## src/rtl/sram_bus_ctrl_pkg.sv

```systemverilog
// Shared definitions for the SRAM bus controller: FSM encoding and response codes.
package sram_bus_ctrl_pkg;

    typedef enum logic [1:0] {
        ST_IDLE  = 2'd0,
        ST_RDATA = 2'd1,
        ST_WRESP = 2'd2
    } state_t;

    localparam logic WR_RESP_OK = 1'b1;

endpackage

```

## src/rtl/sram_bus_ctrl.sv

```systemverilog
// Turns ready/valid read and write bus channels into single-cycle SRAM accesses,
// one transaction outstanding, with alternating arbitration under contention.
module sram_bus_ctrl
    import sram_bus_ctrl_pkg::*;
#(
    parameter int data_width     = 32,
    parameter int addr_width     = 8,
    parameter int bus_addr_width = 32,
    parameter int mask_width     = data_width / 8
) (
    input  logic                      clock,
    input  logic                      reset_n,
    input  logic                      rd_addr_valid,
    output logic                      rd_addr_ready,
    input  logic [bus_addr_width-1:0] rd_addr,
    output logic                      rd_data_valid,
    input  logic                      rd_data_ready,
    output logic [data_width-1:0]     rd_data,
    input  logic                      wr_valid,
    output logic                      wr_ready,
    input  logic [bus_addr_width-1:0] wr_addr,
    input  logic [data_width-1:0]     wr_data,
    input  logic [mask_width-1:0]     wr_strobe,
    output logic                      wr_resp_valid,
    input  logic                      wr_resp_ready,
    output logic                      wr_resp,
    output logic                      sram_en,
    output logic                      sram_wen,
    output logic [mask_width-1:0]     sram_wmask,
    output logic [addr_width-1:0]     sram_addr,
    output logic [data_width-1:0]     sram_din,
    input  logic [data_width-1:0]     sram_dout
);

    state_t r_state;
    logic   r_last_was_write;
    logic   w_grant_rd;
    logic   w_grant_wr;

    // Byte-offset and upper address bits are intentionally discarded.
    logic   w_unused_addr_bits;
    assign  w_unused_addr_bits = ^{rd_addr, wr_addr};

    // NOTE: both grants get a default first so no latch is inferred.
    always_comb begin
        w_grant_rd = 1'b0;
        w_grant_wr = 1'b0;
        if (r_state == ST_IDLE) begin
            if (rd_addr_valid && wr_valid) begin
                w_grant_rd = r_last_was_write;
                w_grant_wr = !r_last_was_write;
            end else begin
                w_grant_rd = rd_addr_valid;
                w_grant_wr = wr_valid;
            end
        end
    end

    assign rd_addr_ready = w_grant_rd;
    assign wr_ready      = w_grant_wr;

    // A grant implies the matching valid, so grant == accept this cycle.
    assign sram_en    = w_grant_rd | w_grant_wr;
    assign sram_wen   = w_grant_wr;
    assign sram_wmask = w_grant_wr ? wr_strobe : '0;
    assign sram_addr  = w_grant_wr ? wr_addr[addr_width+1:2] : rd_addr[addr_width+1:2];
    assign sram_din   = wr_data;

    assign rd_data_valid = (r_state == ST_RDATA);
    assign rd_data       = sram_dout;
    assign wr_resp_valid = (r_state == ST_WRESP);
    assign wr_resp       = WR_RESP_OK;

    // NOTE: sequential state uses non-blocking assignments only.
    always_ff @(posedge clock or negedge reset_n) begin
        if (!reset_n) begin
            r_state          <= ST_IDLE;
            r_last_was_write <= 1'b1;
        end else begin
            case (r_state)
                ST_IDLE: begin
                    if (w_grant_rd) begin
                        r_state          <= ST_RDATA;
                        r_last_was_write <= 1'b0;
                    end else if (w_grant_wr) begin
                        r_state          <= ST_WRESP;
                        r_last_was_write <= 1'b1;
                    end
                end
                ST_RDATA: if (rd_data_ready) r_state <= ST_IDLE;
                ST_WRESP: if (wr_resp_ready) r_state <= ST_IDLE;
                default:  r_state <= ST_IDLE;
            endcase
        end
    end

endmodule

```

## config.mk

```make
export PLATFORM = sky130hd
export DESIGN_NAME = sram_bus_ctrl
export DESIGN_NICKNAME = d
export VERILOG_FILES = /design/src/rtl/sram_bus_ctrl_pkg.sv /design/src/rtl/sram_bus_ctrl.sv
export SDC_FILE = /design/constraint.sdc
export NUM_CORES = 1
export LEC_CHECK = 0
export ABC_AREA = 1
export CORE_AREA = 2 2 85 87
export CTS_BUF_LIST = sky130_fd_sc_hd__clkbuf_2 sky130_fd_sc_hd__clkbuf_4 sky130_fd_sc_hd__clkbuf_8
export DETAILED_ROUTE_END_ITERATION = 10
export DIE_AREA = 0 0 87 89
export MAX_ROUTING_LAYER = met4
export PLACE_DENSITY_LB_ADDON = 0.2
export REMOVE_ABC_BUFFERS = 1
export SYNTH_ARGS = -nofsm -noshare
export SYNTH_HDL_FRONTEND = slang
export SYNTH_SLANG_ARGS = --single-unit
```

## constraint.sdc

```tcl
create_clock -name clock -period 1.26 [get_ports clock]
set_input_delay 0.252 -clock clock [delete_from_list [all_inputs] [get_ports clock]]
set_output_delay 0.252 -clock clock [all_outputs]
set_load 0.01 [all_outputs]
```

==> results.tsv <==
metric	value	unit
Ys Warns	0	
port buffer count	43	
CP peak stage delay	0.54	ns
PwrDens	1790	nW/um2
DR vias/cell	3.69	
Layout area overhead	23.6	%
Antenna Diode Count	0	
routed len/inst	42.9	um
fraction of the yosys area taken by sequential cells	0.0924	
die area	7740	um2
share of the synthesized area in the top cell type	0.618	
post-placement cell count	190	
Power Total	1830	uW
fmax	0.626	GHz
layout cells sized above 1	0.414	
first-pass GRT wire length	9.70	mm
post-detailed-route count of antenna-violating nets	0	
clock-pin slew of the registers on the worst-case setup and hold paths	0.03	ns
Detailed Routing Iterations Pass 1	4	
count of pins over their slew limit	0	
leakage	0.000507	uW
post-route insts no fill	196	
RSZ-0062 raised after global routing	yes	
Max clock buf depth	2	
fin nets	255	
Post-synth top flop	dfrtp_1	
startpoint type of the worst setup path	register	
grt ovf	0	
crit-path cells	nand2_4 -> buf_6 -> buf_6 -> nand4_1 -> nand2_1 -> buf_2	
max-cap violations	0	
Syn Area/Cell	6.61	um2
1st-iter DRT viols	14	
Yosys cell types	15	
Post-synth EDFFs	0	
Detailed Route WL	8.41	mm
initial core utilization	0.123	
Synth area leaders	buf_4 62%, nand2_1 10%, dfrtp_1 6.1%, nand4_1 6.1%, inv_1 5.0%	
row count	30	
worst-path maximum fanout	4	
VDD IR max	834	uV
cts bufs inserted	3	
clk_skew	0.00139	ns
Overall Global Routing Usage	0.213	
failing checks	negative setup slack	
endpoints failing setup	16	
Post-route DRC	0	
Skew-Pair Late Insertion Delay	0.22	ns
Commonest cells post-synth	68 x buf_4, 22 x nand2_1, 11 x inv_1	
Arrival @ worst endpoint	1.34	ns
Met2 Routed Length	4.83	mm
count of state elements after synthesis	3	
kind of path behind the tightest hold check	in2async	
CP max-delay cell	dfstp_2	
wl on met1	1.01	mm
met3 WL post-DR	2.47	mm
CTS root buf	clkbuf_8	
most common cell in the netlist	buf_4	
status	finished, violations left	
hpwl dp	8.05	mm
CP dominant cell by count	buf_6	
fraction of registers with async set/reset	1.00	
TritonCTS clock tree	done	
chip height	89	um
H-Tree Level Count	1	
Setup WS post-layout	-0.337	ns
hold slack	0.220	ns
crit path kind	reg2out	
top routing layer used	met4	
# clock sinks	3	
IO Pins	221	
Die X	87	um
CP Capture Type	primary output	
core region area	6720	um2
final hold vios	0	
Tcrit/Tclk final	1.27	
vias in the first global route	722	
area leader, netlist	buf_4	
GPL Wtd Cong	0.968	
mapped cell area	826	um2
final instance area	1020	um2
Data required, critical path	1.01	ns
via count	724	
largest net degree at the start of global routing	14	
initial antenna violation count	0	
synthesized instance count	125	
DP Area	936	um2
Tmin final	1.60	ns
critical path: cells and delay by family, from the launching register on:
family	cells	cell delay, ns
buffers and inverters	3	0.38
and+or+nand+nor	3	0.21
DFF	1	0.54
sequential cells by signal (all words and copies together), names as in the netlist:
signal and count:
r_last_was_write 1, r_state 2
metal layers:
layer / vias up / GRT usage
met2: 149 / 0.425
li1: 296 / -
met4: 0 / 0.0256
met5: - / -
met1: 269 / 0.0742
met3: 10 / 0.287
cells by family after synthesis:
kind of cell           count (synthesis)  synth area share
AOI/OAI and AO/OA                      2            0.0121
buffers and inverters                 80             0.674
DFF                                    3            0.0924
other                                  1           0.00454
and+or+nand+nor                       39             0.217
repair_timing:
item | 4_1_cts | 5_1_grt
pin swaps | 18 | 3
setup endpoints to repair | 19 | 18
buffers inserted | 2 | 0
hold buffers | 0 | 0
resized for setup | 94 | 4
final timing paths:
check / slack [ns] / cells after the start / endpoint / startpoint
max: -0.34 / 6 / sram_addr[2] / r_last_was_write$_DFFE_PN1P_
min: 0.22 / 1 / r_state[0]$_DFFE_PN0P_ / reset_n
max reg2reg: 0.16 / 5 / r_state[0]$_DFFE_PN0P_ / r_state[0]$_DFFE_PN0P_
min reg2reg: 0.66 / 3 / r_state[0]$_DFFE_PN0P_ / r_state[1]$_DFFE_PN0P_
max in group asynchronous: 0.82 / 1 / r_last_was_write$_DFFE_PN1P_ / reset_n
min in group clock: 0.50 / 0 / rd_data[25] / sram_dout[25]
power by group:
group	leakage, uW	switching [uW]	total [uW]	internal [uW]
Clock	0.0000262	63.7	301	237
Combinational	0.000445	628	1320	696
Sequential	0.0000360	46.0	203	157
Total	0.000507	738	1830	1090
through the flow:
step | setup WS, ns | utilization | setup TNS, ns
after global placement | -0.766 | 0.139 | -12.45
after global routing | -0.411 | 0.152 | -5.60
after detailed placement | -0.758 | 0.139 | -12.47
final | -0.337 | 0.152 | -4.48
after floorplan | -0.136 | - | -1.62
after CTS | -0.342 | 0.150 | -4.72
area by class of cell:
type	instances	area, um2
multi-input cells	42	238
repair buffers	56	514
flip-flops and latches	3	76.3
well taps	80	100
inverters	11	43.8
clock buffers	4	48.8
fillers	776	5700
layout by cell type (no fill, tap or decap):
master / count
o21ai_1: 1
dfstp_2: 1
conb_1: 1
clkbuf_8: 3
clkdlybuf4s15_2: 2
dfrtp_1: 2
clkbuf_4: 1
nand3_4: 1
nor2_4: 2
buf_6: 11
buf_4: 6
clkdlybuf4s50_1: 23
nand4_1: 8
o21ai_0: 1
nand2_1: 20
nand2_2: 2
inv_1: 10
buf_12: 1
nor2_2: 4
nand3_2: 1
buf_2: 11
nand2_4: 1
inv_4: 1
dlygate4sd2_1: 2
(Power assumes the default switching activity.)
